## src/rtl/rf_access_ctrl.sv

```systemverilog
// Register-file access controller: issue-side hazard scoreboard, operand read
// strobes, and a round-robin ALU/LSU writeback arbiter feeding one write port.
module rf_access_ctrl #(
    parameter int XLEN = 32
) (
    input  logic            clk,
    input  logic            rstn,

    input  logic            i_issue_valid,
    output logic            o_issue_ready,
    input  logic [4:0]      i_issue_rs1,
    input  logic [4:0]      i_issue_rs2,
    input  logic [4:0]      i_issue_rd,
    input  logic            i_issue_rd_en,

    output logic            o_rs_ren,
    output logic [4:0]      o_rs1_raddr,
    output logic [4:0]      o_rs2_raddr,
    output logic            o_operands_valid,

    input  logic            i_alu_wb_valid,
    output logic            o_alu_wb_ready,
    input  logic [4:0]      i_alu_wb_addr,
    input  logic [XLEN-1:0] i_alu_wb_data,

    input  logic            i_lsu_wb_valid,
    output logic            o_lsu_wb_ready,
    input  logic [4:0]      i_lsu_wb_addr,
    input  logic [XLEN-1:0] i_lsu_wb_data,

    output logic            o_rd_wvalid,
    output logic [4:0]      o_rd_waddr,
    output logic [XLEN-1:0] o_rd_wdata,

    output logic [31:0]     o_busy,
    output logic            o_wb_err
);

    logic            ptr_lsu;
    logic            grant_alu;
    logic            grant_lsu;
    logic            grant_any;
    logic [4:0]      wb_addr;
    logic [XLEN-1:0] wb_data;
    logic [31:0]     busy_set;
    logic [31:0]     busy_clr;
    logic [31:0]     busy_next;

    // Hazard check looks only at registered busy bits, so writeback inputs
    // never reach o_issue_ready combinationally.
    assign o_issue_ready = !o_busy[i_issue_rs1] && !o_busy[i_issue_rs2]
                         && !(i_issue_rd_en && o_busy[i_issue_rd]);
    assign o_rs_ren      = i_issue_valid && o_issue_ready;
    assign o_rs1_raddr   = i_issue_rs1;
    assign o_rs2_raddr   = i_issue_rs2;

    always_comb begin
        grant_alu = rstn && i_alu_wb_valid && (!i_lsu_wb_valid || !ptr_lsu);
        grant_lsu = rstn && i_lsu_wb_valid && (!i_alu_wb_valid || ptr_lsu);
        grant_any = grant_alu || grant_lsu;
        wb_addr   = grant_lsu ? i_lsu_wb_addr : i_alu_wb_addr;
        wb_data   = grant_lsu ? i_lsu_wb_data : i_alu_wb_data;
    end

    assign o_alu_wb_ready = grant_alu;
    assign o_lsu_wb_ready = grant_lsu;

    // Clear follows the registered write port; set is applied last so it wins.
    always_comb begin
        busy_set = '0;
        busy_clr = '0;
        if (o_rs_ren && i_issue_rd_en && (i_issue_rd != 5'd0))
            busy_set = 32'd1 << i_issue_rd;
        if (o_rd_wvalid)
            busy_clr = 32'd1 << o_rd_waddr;
        busy_next = ((o_busy & ~busy_clr) | busy_set) & ~32'd1;
    end

    always_ff @(posedge clk) begin
        if (!rstn) begin
            o_busy           <= '0;
            o_rd_wvalid      <= 1'b0;
            o_rd_waddr       <= '0;
            o_rd_wdata       <= '0;
            o_operands_valid <= 1'b0;
            o_wb_err         <= 1'b0;
            ptr_lsu          <= 1'b0;
        end else begin
            o_busy           <= busy_next;
            o_operands_valid <= o_rs_ren;
            o_rd_wvalid      <= grant_any && (wb_addr != 5'd0);
            o_wb_err         <= grant_any && (wb_addr != 5'd0) && !o_busy[wb_addr];
            if (grant_any) begin
                o_rd_waddr <= wb_addr;
                o_rd_wdata <= wb_data;
            end
            if (i_alu_wb_valid && i_lsu_wb_valid)
                ptr_lsu <= !ptr_lsu;
        end
    end

endmodule

```

## config.mk

```make
export PLATFORM = sky130hd
export DESIGN_NAME = rf_access_ctrl
export DESIGN_NICKNAME = d
export VERILOG_FILES = /design/src/rtl/rf_access_ctrl.sv
export SDC_FILE = /design/constraint.sdc
export NUM_CORES = 1
export LEC_CHECK = 0
export CAP_MARGIN = 20
export CORE_ASPECT_RATIO = 1.5
export CORE_MARGIN = 3
export CORE_UTILIZATION = 43
export CTS_CLUSTER_SIZE = 40
export DETAILED_ROUTE_END_ITERATION = 16
export GPL_TIMING_DRIVEN = 1
export PLACE_DENSITY = 0.85
export SYNTH_ARGS = -nofsm -noshare
export SYNTH_HDL_FRONTEND = slang
export SYNTH_SLANG_ARGS = --single-unit
```

## constraint.sdc

```tcl
create_clock -name clk -period 5.74 [get_ports clk]
set_input_delay 1.148 -clock clk [delete_from_list [all_inputs] [get_ports clk]]
set_output_delay 1.148 -clock clk [all_outputs]
set_load 0.02 [all_outputs]
```

==> reports/qor.txt, run 1 <==
Status: complete, no violations
Initial antenna violation count: 0
Mapped Nets: 539
Dominant cell type by area after synthesis: dfxtp_1
Flop-to-flop setup slack: 2.94 ns
Final setup vio count: 0
Hold buffers post-CTS: 0
Part of the power in combinational logic: 22.0%
Reg power frac: 38.7%
Gr usage total: 26.95%
Routability cong.: 1.015
Worst r2r src: ptr_lsu$_SDFFE_PN0P_
Count of cell types in the netlist: 48
Int Power: 0.001029 W
DIE WIDTH: 87.14 um
Postcts setup bufs: 0
RSZ-0062 raised after global routing: no
Fill count: 732
Io pins: 181
Vias in the first global route: 4431
Clock H-tree levels: 3
Leak: 2.392 nW
Setup CP Type: primary input to primary output
Clk pwr share: 39.3%
Switching power: 0.0003966 W
Area of the core: 9415 um^2
Max-slew headroom: 43.66%
WP data arrival: 4.40 ns
Drt first pass iters: 5
Synth Flop Type: dfxtp_1
Cells after Synth: 444
P&R area growth vs syn: 48.08%
Final Hold Viols: 0
Total power: 0.001426 W
Die Span Y: 127.7 um
Period utilization: 96.70%
Die area: 11130 um^2
Fmax: 180.2 MHz
Largest net degree at the start of global routing: 64
Top post-synthesis cells by area: dfxtp_1 34%, mux2i_1 12%, mux4_2 11%
Synth top area share: 33.94%
Worst setup path start: i_issue_rs2[0]
Max Cap Viol: 0
Worst Hold End: o_rd_wdata[9]$_SDFFE_PN0P_
Min Tclk post-route: 5.550 ns
CP Launch Type: primary input
Reg-to-reg endpoint: o_wb_err$_SDFF_PN0_
Fin Clk Skew: 0.007406 ns
Min-delay worst type: flop to flop
Final wirelength: 14900 um
DRC: 0
Layout cells sized above 1: 10.23%
Synth Cell Area: 4247 um^2
Skew-Pair Late Insertion Delay: 0.33 ns
Vias: 4431
Via density: 6.258
CTS max path bufs: 2
Final ANT Viol Nets: 0
CTS tree: done
Hold depth: 2
Synth warn: 0
Switching Fraction: 27.82%
Crit path required time: 4.59 ns
Setup crit end kind: primary output
Post-synth ARST share: 0%
Initial Utilization: 45.10%
Most frequent cells in the layout: 178 x clkdlybuf4s50_1, 72 x dfxtp_1, 49 x mux2i_1
Diodes inserted: 0
Drt wl/cell: 21.05 um
CTS root buffer: clkbuf_16
Num CTS Buffers: 9
Rows: 43
Syn avg cell area: 9.564 um^2
Post-cts sizing count: 0
Max FO, Critical Path: 8
Seq/Total Area, Yosys: 33.94%
Worst-Margin Slew: 0.8216 ns
Peak VDD IR: 0.0001872 V
Initial DRC count: 491
Nets@finish: 686
Remaining global-route overflow: 0
Register clock-pin slew on the reported worst setup and hold paths: 0.06 ns
Flops & latches, synth: 72
Slew Viols, Final: 0
Hold path startpoint: o_rd_wdata[9]$_SDFFE_PN0P_
Pwr Density: 226.7 nW/um^2
Dpl hpwl: 11400 um
Worst r2r path cells: 7
Setup_tns: 0 ns
Clock Sinks: 72
EDFF count, synth: 0
Port bufs: 179
Global-route wire length before repair: 23160 um
Commonest non-fill, non-tap cell in the layout: clkdlybuf4s50_1
cell families (layout without fill, tap and decap cells):
group | count (synthesis) | in the layout | share of synthesized area [%]
AOI/OAI and AO/OA | 122 | 122 | 18.27
and+or+nand+nor | 115 | 115 | 15.14
muxes | 79 | 79 | 26.22
DFF | 72 | 72 | 33.94
buffers and inverters | 54 | 206 | 6.128
other | 1 | 1 | 0.08831
xor gates and xnor gates | 1 | 1 | 0.2063
worst max path at each step:
stage,to,cells after the start
after floorplan,o_rs_ren,7
after global placement,o_rs_ren,8
after detailed placement,o_rs_ren,8
after CTS,o_rs_ren,8
after global routing,o_rs_ren,8
final,o_rs_ren,8
power groups by stage:
stage	sequential [W]	combinational, W	clock, W
after floorplan	0.000588	0.000130	0
after global placement	0.000560	0.000307	0
after detailed placement	0.000562	0.000312	0
after CTS	0.000552	0.000314	0.000572
after global routing	0.000556	0.000335	0.000588
final	0.000552	0.000313	0.000560
stage by stage:
step                      std cells  worst slack [ns]  hold WS [ns]  cell area [um^2]  utilization (%)
after floorplan                 444             1.160        0.5014              4247                -
after global placement          692            0.2663        0.4527              5984            63.56
after detailed placement        692            0.2066        0.4623              5984            63.56
after CTS                       708            0.2004        0.4749              6289            66.79
after global routing            708           0.09766        0.4897              6289            66.79
final                           708            0.1896        0.4713              6289            66.79
cell type report:
cell class	instances	area (um^2)	share of cell area, %
clock buffer	9	225.2	3.581
clock inverter	7	78.83	1.253
inverter	6	22.52	0.3581
multi-input combinational	318	2556	40.65
sequential	72	1441	22.92
tap	112	140.1	2.228
timing repair buffer	184	1824	29.01
critical path, cell delays in order:
cell             delay [ns]
clkdlybuf4s50_1        0.71
mux4_1                 0.60
mux4_2                 0.47
nand2b_1               0.16
a32o_2                 0.33
a21oi_1                0.22
and2_1                 0.16
clkdlybuf4s50_1        0.60
state kept, by name, indices dropped and copies added, names as in the netlist:
signal,count
o_operands_valid,1
ptr_lsu,1
o_rd_waddr,5
o_rd_wvalid,1
o_busy,31
o_wb_err,1
o_rd_wdata,32
cells in the mapped netlist, types with 2 or more instances:
| cell type | n |
|---|---|
| buf_1 | 7 |
| nor2b_1 | 3 |
| or3_1 | 2 |
| a211o_1 | 3 |
| nor2_1 | 8 |
| buf_2 | 7 |
| o311ai_0 | 10 |
| o21ai_1 | 29 |
| or2_2 | 4 |
| nand4_1 | 2 |
| mux2_2 | 6 |
| inv_1 | 6 |
| o211ai_1 | 21 |
| a211oi_1 | 4 |
| nor3b_1 | 8 |
| nand2b_1 | 4 |
| clkbuf_1 | 22 |
| mux4_2 | 20 |
| dfxtp_1 | 72 |
| nand3b_1 | 7 |
| nand2_1 | 18 |
| mux2i_1 | 49 |
| o21ai_0 | 38 |
| nor3_4 | 2 |
| buf_4 | 11 |
| a21oi_1 | 4 |
| o22ai_1 | 2 |
| nand2_2 | 3 |
| nor4_1 | 2 |
| nand3_1 | 46 |
| mux4_1 | 4 |
| a2111o_1 | 4 |
routing by layer:
metal	up-vias	track usage (%)	routed length (um)
met4	0	14.81	772
met3	70	9.968	1843
met1	2015	28.02	4995
met2	349	46.13	7289
met5	-	0	0
li1	1997	-	-
No activity file was read; power rests on OpenSTA's default activity.
==> run 2: changes to the inputs <==
Settings changed: CELL_PAD_IN_SITES_DETAIL_PLACEMENT from default to 1, CELL_PAD_IN_SITES_GLOBAL_PLACEMENT from default to 1, CORE_UTILIZATION 43 to 34, PLACE_DENSITY 0.85 to 0.91, SETUP_SLACK_MARGIN from default to 0.15.
==> run 2 against run 1 <==
  * Worst setup slack improved by 0.19 ns
  * Global-route usage decreased by 2.2 points
  * Critical path depth unchanged
  * Fmax increased by 3.5%
  * Critical path type unchanged
  * Via count increased by 1.7%
  * Total power increased by 6.9%
  * Sequential cell count unchanged
  * Largest power group unchanged
  * Utilization decreased by 14 points
==> reports/qor.txt, run 2 (synthesized netlist as in run 1, its figures left out) <==
Vias in the first global route: 4939
Min Tclk post-route: 5.363 ns
Final setup vio count: 0
Slew Viols, Final: 0
CTS max path bufs: 2
Layout cells sized above 1: 10.39%
Status: complete, no violations
Fin Clk Skew: 0.006676 ns
Clock H-tree levels: 3
Gr usage total: 24.75%
DIE WIDTH: 97.25 um
Clock Sinks: 72
Period utilization: 93.44%
Largest net degree at the start of global routing: 73
CP max stage delay: 0.76 ns
Biggest register: o_rd_wdata
Final Util: 52.95%
Skew-Pair Late Insertion Delay: 0.34 ns
Nets@finish: 687
Remaining global-route overflow: 0
Setup CP Type: primary input to primary output
Area of the core: 12080 um^2
Rows: 49
Crit path required time: 4.59 ns
Leak: 2.442 nW
Max FO, Critical Path: 10
P&R area growth vs syn: 50.59%
DRC: 0
Drt wl/cell: 23.35 um
Largest regs: o_rd_wdata x32, o_busy x31, o_rd_waddr x5
CTS root buffer: clkbuf_16
Final Hold Viols: 0
Global-route wire length before repair: 27010 um
Routability cong.: 0.9521
Diodes inserted: 0
WHS: 0.4739 ns
Max Cap Viol: 0
Postcts setup bufs: 0
Max-slew headroom: 39.58%
Pwr Density: 238.3 nW/um^2
Die area: 13890 um^2
Initial Utilization: 35.16%
Post-cts sizing count: 0
Port bufs: 179
Final ANT Viol Nets: 0
Max reg flops: 32
Total power: 0.001524 W
Peak VDD IR: 0.0001582 V
Die Span Y: 142.9 um
CTS tree: done
Initial DRC count: 276
Via density: 6.011
CP Launch Type: primary input
Cells along the critical path: clkdlybuf4s50_1 > mux4_2 > mux4_2 > nand2b_1 > a32o_2 > a21oi_1 > and2_1 > clkdlybuf4s50_1
WP data arrival: 4.22 ns
Min-delay worst type: flop to flop
Num CTS Buffers: 9
Setup_tns: 0 ns
Hold buffers post-CTS: 0
Io pins: 181
Final wirelength: 17510 um
Fmax: 186.5 MHz
Commonest non-fill, non-tap cell in the layout: clkdlybuf4s50_1
Drt first pass iters: 7
Most frequent cells in the layout: 175 x clkdlybuf4s50_1, 72 x dfxtp_1, 49 x mux2i_1
Setup crit end kind: primary output
Vias: 4508
RSZ-0062 raised after global routing: no
CP max-delay cell: clkdlybuf4s50_1
Register clock-pin slew on the reported worst setup and hold paths: 0.06 ns
Initial antenna violation count: 0
Worst-Margin Slew: 0.8811 ns
Dpl hpwl: 13370 um
==> run 2: changes by cell type in the layout (fill, tap and decap cells not counted) <==
cell and delta:
clkdlybuf4s50_1 -3, clkinv_4 -1, inv_8 -1, buf_4 +1
bufinv_16 +2, dlymetal6s2s_1 +3
==> run 2: power by group <==
| group | total [W] | switching (W) | leakage (nW) | internal (W) |
|---|---|---|---|---|
| Combinational | 0.000320 | 0.000159 | 1.69 | 0.000161 |
| Sequential | 0.000553 | 0.0000253 | 0.591 | 0.000528 |
| Clock | 0.000651 | 0.000226 | 0.162 | 0.000425 |
| Total | 0.00152 | 0.000410 | 2.44 | 0.00111 |
==> run 2: final cells by class <==
cell class / instances / area (um^2)
clock buffer: 9 / 225.2
clock inverter: 7 / 118.9
fill: 1335 / 5683
inverter: 6 / 22.52
multi-input combinational: 318 / 2556
sequential: 72 / 1441
tap: 153 / 191.4
timing repair buffer: 185 / 1839
==> run 2: critical path, delay by kind of cell <==
kind / cells / cell delay, ns
AO/OA/AOI/OAI: 2 / 0.51
AND/OR/NAND/NOR: 2 / 0.33
buffers and inverters: 2 / 1.37
multiplexers: 2 / 0.86
==> run 2: path summary, 6_finish.rpt <==
path,startpoint,endpoint,slack (ns),cells after the start
min,o_rd_wdata[19]$_SDFFE_PN0P_,o_rd_wdata[19]$_SDFFE_PN0P_,0.47,2
min reg2reg,o_rd_wdata[19]$_SDFFE_PN0P_,o_rd_wdata[19]$_SDFFE_PN0P_,0.47,2
max,i_issue_rs1[2],o_rs_ren,0.38,8
max reg2reg,ptr_lsu$_SDFFE_PN0P_,o_wb_err$_SDFF_PN0_,2.81,8
==> run 2: layer usage <==
| layer | wire, um | vias up | track usage [%] |
|---|---|---|---|
| li1 | - | 1998 | - |
| met1 | 5693 | 2135 | 24.74 |
| met2 | 9276 | 293 | 46.32 |
| met3 | 1518 | 82 | 5.474 |
| met4 | 1022 | 0 | 15.46 |
| met5 | 0 | - | 0 |
==> run 2: through the flow <==
step                worst slack, ns  cells  area, um^2
floorplan                     1.160    444        4247
detailed placement           0.1485    734        6043
CTS                          0.1508    750        6387
global route                 0.2104    750        6395
global placement             0.2975    734        6043
finish                       0.3768    750        6395
==> run 3: changes to the inputs <==
Settings changed: CORE_UTILIZATION 34 to 28, PLACE_DENSITY 0.91 to 0.8.
Clock period 5.74 ns to 4.4 ns, I/O delays scaled along.
==> run 3 against run 2 <==
  * Utilization is 8.0 points lower
  * Die area is 20% higher
  * Non-clock buffer count is 20 higher
  * Worst setup slack worse by 0.12 ns
  * Register-to-register slack worse by 1.2 ns
  * Design area is 3.4% higher
  * Cell count is 8.3% higher
==> reports/qor.txt, run 3 (synthesized netlist as in run 1, its figures left out) <==
Initial antenna violation count: 0
Final ANT Viol Nets: 0
Nets@finish: 707
Worst setup path end: o_rs_ren
Peak VDD IR: 0.0002075 V
DIE WIDTH: 106.6 um
Min-delay worst type: flop to flop
Vias in the first global route: 4781
Fill count: 1717
Commonest non-fill, non-tap cell in the layout: clkdlybuf4s50_1
Final Util: 44.90%
Crit path required time: 3.52 ns
Status: complete, no violations
Flop-to-flop setup slack: 1.60 ns
Die Span Y: 156.8 um
Fmax: 241.4 MHz
Io pins: 181
Rows: 54
WP data arrival: 3.26 ns
Clock Sinks: 72
Area of the core: 14730 um^2
Routability cong.: 0.9084
Leak: 2.528 nW
DRC: 0
Skew-Pair Late Insertion Delay: 0.33 ns
Dpl hpwl: 13420 um
Gr usage total: 20.26%
Setup CP Type: primary input to primary output
Worst setup path start: i_issue_rs2[1]
Most frequent cells in the layout: 174 x clkdlybuf4s50_1, 72 x dfxtp_1, 49 x mux2i_1
Max Cap Viol: 0
Cell Count, Final, Fillers Out: 812
CTS tree: done
P&R area growth vs syn: 55.75%
Reg-to-reg endpoint: o_busy[13]$_SDFF_PN0_
Initial Utilization: 28.83%
Worst r2r src: o_busy[30]$_SDFF_PN0_
RSZ-0062 raised after global routing: no
Drt wl/cell: 20.96 um
Worst r2r path cells: 8
Final wirelength: 17020 um
Fin Clk Skew: 0.004177 ns
Final Hold Viols: 0
Remaining global-route overflow: 0
CTS max path bufs: 2
Max FO, Critical Path: 7
Largest regs: o_rd_wdata x32, o_busy x31, o_rd_waddr x5
CP Launch Type: primary input
Hold buffers post-CTS: 0
Drt first pass iters: 4
Worst-Margin Slew: 0.8531 ns
Slew Viols, Final: 0
Inst Count DP: 795
Die area: 16710 um^2
Final WS setup: 0.2571 ns
Period utilization: 94.16%
Layout cells sized above 1: 13.64%
Initial DRC count: 245
Max-slew headroom: 41.50%
Setup crit end kind: primary output
Biggest register: o_rd_wdata
CTS root buffer: clkbuf_16
Max reg flops: 32
Clock H-tree levels: 3
Via density: 5.463
WHS: 0.4728 ns
Pre-CTS setup slack: -0.6301 ns
Num CTS Buffers: 9
Port bufs: 179
Global-route wire length before repair: 26340 um
Largest net degree at the start of global routing: 72
Min Tclk post-route: 4.143 ns
Setup_tns: 0 ns
Diodes inserted: 0
Pwr Density: 300.7 nW/um^2
Register clock-pin slew on the reported worst setup and hold paths: 0.06 ns
Vias: 4436
Final setup vio count: 0
-- run 3: report_power, final --
| part | internal, W | switching [W] |
|---|---|---|
| combinational | 0.000223 | 0.000213 |
| sequential | 0.000689 | 0.0000315 |
| clock | 0.000552 | 0.000281 |
-- run 3: cell type report --
cell class	instances	area [um^2]	share of cell area, %
repair buffers	205	2007	30.34
inverters	6	22.52	0.3405
flip-flops and latches	72	1441	21.79
multi-input cells	318	2562	38.74
clock inverters	5	106.4	1.608
well taps	196	245.2	3.708
clock buffers	10	229.0	3.462
-- run 3: worst max-delay path: stages --
cell and delay, ns:
clkdlybuf4s50_1 0.65, mux4_2 0.36, mux4_2 0.47, nand2b_1 0.15, a32o_2 0.30, a21oi_2 0.16, and2_4 0.17, buf_6 0.11
-- run 3: worst min-delay path by stage --
stage	from	to	slack [ns]	cells past startpoint
after floorplan	ptr_lsu$_SDFFE_PN0P_	ptr_lsu$_SDFFE_PN0P_	0.50	2
after global routing	o_rd_wdata[5]$_SDFFE_PN0P_	o_rd_wdata[5]$_SDFFE_PN0P_	0.50	2
after CTS	o_rd_wdata[11]$_SDFFE_PN0P_	o_rd_wdata[11]$_SDFFE_PN0P_	0.48	2
after global placement	o_rd_wdata[28]$_SDFFE_PN0P_	o_rd_wdata[28]$_SDFFE_PN0P_	0.46	2
final	o_rd_wdata[11]$_SDFFE_PN0P_	o_rd_wdata[11]$_SDFFE_PN0P_	0.47	2
after detailed placement	o_rd_wdata[11]$_SDFFE_PN0P_	o_rd_wdata[11]$_SDFFE_PN0P_	0.47	2
-- run 3: what timing repair did --
| item | in CTS | in global routing |
|---|---|---|
| gates resized for setup | 16 | 0 |
| buffers inserted | 2 | 0 |
| endpoints found under the setup margin | 2 | 0 |
-- run 3: routing by layer --
layer	GRT usage [%]	wire length [um]	vias up
li1	-	-	2035
met1	21.04	6103	2143
met2	37.20	8814	225
met3	4.870	1309	33
met4	11.15	790	0
met5	0	0	-
-- run 3: through the flow --
step	instance area (um^2)	total power, W
3_3_place_gp	6257	0.001155
3_5_place_dp	6257	0.001170
6_report	6614	0.001989
2_1_floorplan	4247	0.0009366
4_1_cts	6614	0.002011
5_1_grt	6614	0.002074
==> patch 1, RTL diff (flow settings as in run 3) <==
`XLEN`: 32 -> 24.
--- a/src/rtl/rf_access_ctrl.sv
+++ b/src/rtl/rf_access_ctrl.sv
@@ -3,3 +3,3 @@
 module rf_access_ctrl #(
-    parameter int XLEN = 32
+    parameter int XLEN = 24
 ) (
Ports: changed (resized i_alu_wb_data, i_lsu_wb_data and o_rd_wdata); port bits go from 181 to 157. No check against the original RTL was run, so the function may have changed too.
==> patch 1 against run 3 <==
  * Non-clock buffer count down 32
  * Wire length is 6.1% lower
  * Power shrank 16%
  * Sequential cell count is 8 lower
  * Utilization fell by 1.6 points
  * Area after synthesis down 7.9%
  * Setup slack worse by 48 ps
  * Combinational power fell by 15%
  * Sequential share of layout area about the same
  * Register-to-register slack improved by 110 ps
  * Cell area fell by 11%
  * Highest routed layer unchanged
==> patch 1: results (changes against run 3) <==
Hold Startpoint: o_rd_wdata[22]$_SDFFE_PN0P_ (was o_rd_wdata[11]$_SDFFE_PN0P_)
Clk network pwr share: 39.8% (was 41.8%)
DP HPWL: 12.3 mm (was 13.4 mm)
Worst Path Arrival: 3310 ps (was 3260 ps)
placed insts: 723 (was 795)
Starting DRT DRC Count: 206 (was 245)
slowest stage delay, CP: 510 ps (was 650 ps)
biggest regs: o_busy x31, o_rd_wdata x24, o_rd_waddr x5 (was o_rd_wdata x32, o_busy x31, o_rd_waddr x5)
met1 Use GR: 22.5% (was 21.0%)
unique cell type count in the Yosys netlist: 46 (was 48)
wire length per cell: 21.7 um (was 21.0 um)
I/O Buffers: 155 (was 179)
worst vdd ir: 193 uV (was 207 uV)
Layout fillers: 1534 (was 1717)
xor/xnor cell area share of the yosys netlist: 0.224% (was 0.206%)
compound-cell area share of the yosys netlist: 20.5% (was 18.3%)
Gate Count Post-Synth: 430 (was 444)
Slew @ Worst Pin: 644 ps (was 853 ps)
FF-to-FF Start: ptr_lsu$_SDFFE_PN0P_ (was o_busy[30]$_SDFF_PN0_)
fraction of synthesized area in multiplexers: 21.2% (was 26.2%)
GR Layer Usage met2: 37.1% (was 37.2%)
Via density: 5.71 (was 5.46)
status: completed (unchanged)
Leak: 2.07 nW (was 2.53 nW)
setup bufs post-CTS: 0 (was 2)
first-pass GRT wire length: 24.7 mm (was 26.3 mm)
wire length on met1: 5.80 mm (was 6.10 mm)
dpl ws: -230 ps (was -630 ps)
R2R setup slack: 1710 ps (was 1600 ps)
r2r endpoint: o_wb_err$_SDFF_PN0_ (was o_busy[13]$_SDFF_PN0_)
Tmin final: 4190 ps (was 4140 ps)
post-CTS sizing: 2 (was 16)
CP Max Fanout: 10 (was 7)
combinational power share: 22.2% (was 21.9%)
largest net degree at the start of global routing: 59 (was 72)
-- patch 1: final cells by class --
| type | instances | area share [%] |
|---|---|---|
| clock buffer | 11 | 4.30 |
| clock inverter | 4 | 0.340 |
| inverter | 7 | 0.447 |
| multi-input combinational | 317 | 40.8 |
| sequential | 64 | 21.8 |
| tap | 162 | 3.45 |
| timing repair buffer | 173 | 28.9 |
-- patch 1: critical path, delay by kind of cell --
kind / cells / cell delay, ps
muxes: 2 / 970
buffers and inverters: 3 / 810
and+or+nand+nor: 3 / 550
AOI/OAI and AO/OA: 1 / 100
-- patch 1: cell families after synthesis --
logic type	after synthesis
AOI/OAI and AO/OA	115
xor gates and xnor gates	1
buffers and inverters	49
DFF	64
muxes	48
other	1
and+or+nand+nor	152
-- patch 1: through the flow --
step	TNS (ps)	cell area (um^2)
floorplan	0	3910
global placement	-228	5620
detailed placement	-353	5620
CTS	0	5890
global route	0	5880
finish	0	5880
==> patch 2, RTL diff (config.mk and constraints of run 3) <==
Made on the original files. Make the reset (`rstn`) asynchronous in one clocked block.
--- a/src/rtl/rf_access_ctrl.sv
+++ b/src/rtl/rf_access_ctrl.sv
@@ -78,3 +78,3 @@
 
-    always_ff @(posedge clk) begin
+    always_ff @(posedge clk or negedge rstn) begin
         if (!rstn) begin
Function: differs if rstn is asserted again (counterexample within 4 cycles, from zero or initial values and one cycle with rstn low); with rstn held inactive, the same outputs for 4 cycles.
==> patch 2 against run 3 <==
  * Maximum frequency grew 0.39%
  * Sequential cell count is the same
  * Wire length grew 30%
  * Setup slack gained 16 ps
  * Non-clock buffer count grew 21
  * Cell area grew 9.6%
  * Area after synthesis grew 12%
Power is not compared: it rests on default switching activity, and its combinational part moved more than twofold at a synthesized area within 25%.
==> patch 2: results (changes against run 3) <==
vias in the first global route: 5896 (was 4781)
crit path from: i_issue_rs1[0] (was i_issue_rs2[1])
Worst Setup EP: o_issue_ready (was o_rs_ren)
CP Max Fanout: 8 (was 7)
R2R setup slack: 1540 ps (was 1600 ps)
all-layer global routing usage: 23.5% (was 20.3%)
placed insts: 941 (was 795)
Worst Path Arrival: 3250 ps (was 3260 ps)
Avg Cell Area, Syn: 8.56 um^2 (was 9.56 um^2)
Pre-Repair DR Iteration Count: 5 (was 4)
Synth Net Count: 652 (was 539)
first-pass GRT wire length: 34.4 mm (was 26.3 mm)
r2r endpoint: o_busy[31]$_DFF_PN0_ (was o_busy[13]$_SDFF_PN0_)
Area contributors post-synth: dfrtp_1, mux4_2, nand2_1 (was dfxtp_1, mux2i_1, mux4_2)
Layout fillers: 1937 (was 1717)
Worst Reg-to-Reg Cells: 7 (was 8)
placed cell areas: 6930 um^2 (was 6260 um^2)
WHS: 358 ps (was 473 ps)
Starting DRT DRC Count: 420 (was 245)
Async S/R FF share, synth: 100% (was 0%)
sequential-to-total area share from yosys stat: 37.8% (was 33.9%)
FF-to-FF Start: o_busy[10]$_DFF_PN0_ (was o_busy[30]$_SDFF_PN0_)
Sequential Area: 1800 um^2 (was 1440 um^2)
Vias: 5456 (was 4436)
largest net degree at the start of global routing: 74 (was 72)
clock skew: 13.2 ps (was 4.18 ps)
Worst Hold Class: input port to async pin (was flip-flop to flip-flop)
share of layout cells above drive strength 1: 12.6% (was 13.6%)
wire length per cell: 23.1 um (was 21.0 um)
Comb power: 2.12 mW
status: completed (unchanged)
unique cell type count in the Yosys netlist: 55 (was 48)
Layout Nets: 842 (was 707)
ys flop type: dfrtp_1 (was dfxtp_1)
most frequent cells after synthesis: nand2_1, dfrtp_1, nor2_1 (was dfxtp_1, mux2i_1, nand3_1)
Slew @ Worst Pin: 936 ps (was 853 ps)
DP HPWL: 16.9 mm (was 13.4 mm)
routability congestion estimate: 0.936 (was 0.908)
patch 2: changes by cell type in the layout (fill, tap and decap cells not counted), moves of 21 or more:
cell	before	now
o211ai_1	21	0
nor2_1	8	47
mux2i_1	49	13
dfrtp_1	0	72
nand3_1	46	20
nand2_1	18	100
dfxtp_1	72	0
a31oi_1	1	38
buf_4	24	48
patch 2: kinds of logic after synthesis:
logic type / share of synthesized area [%]
AOI/OAI and AO/OA: 19.9
xor gates and xnor gates: 0.184
muxes: 12.4
buffers and inverters: 5.72
and+or+nand+nor: 24.0
DFF: 37.8
other: 0.0786
patch 2: cell type report:
| cell class | count | area share, % |
|---|---|---|
| flip-flops and latches | 72 | 24.9 |
| well taps | 206 | 3.56 |
| multi-input cells | 427 | 37.6 |
| clock inverters | 6 | 0.932 |
| clock buffers | 10 | 3.16 |
| inverters | 11 | 0.570 |
| repair buffers | 226 | 29.4 |
patch 2: repair_timing:
| action | CTS | global route |
|---|---|---|
| hold buffers | 0 | 0 |
| gates resized for setup | 12 | 3 |
| setup buffers | 0 | 1 |
| pin swaps | 1 | 1 |
| setup endpoints to repair | 2 | 2 |
patch 2: routing by layer:
layer  track usage (%)  part of all wire [%]  vias to the layer above
li1                  -                     -                     2431
met1              26.7                    37                     2690
met2              41.2                    52                      279
met3              5.32                   6.8                       56
met4              11.0                   4.2                        0
met5                 0                     0                        -
patch 2: critical path, cell delays in order:
cell             delay, ps
clkdlybuf4s50_1        450
buf_4                  160
mux4_2                 500
nand2_1                100
nand3_1                130
nor4b_4                400
nand2_2                140
buf_4                  190
a21oi_1                110
buf_2                  180
patch 2: through the flow:
step | setup WS (ps) | power, mW
after floorplan | 413 | 2.22
after global placement | -360 | 3.43
after detailed placement | -416 | 3.49
after CTS | 174 | 4.26
after global routing | 151 | 4.46
final | 273 | 4.25
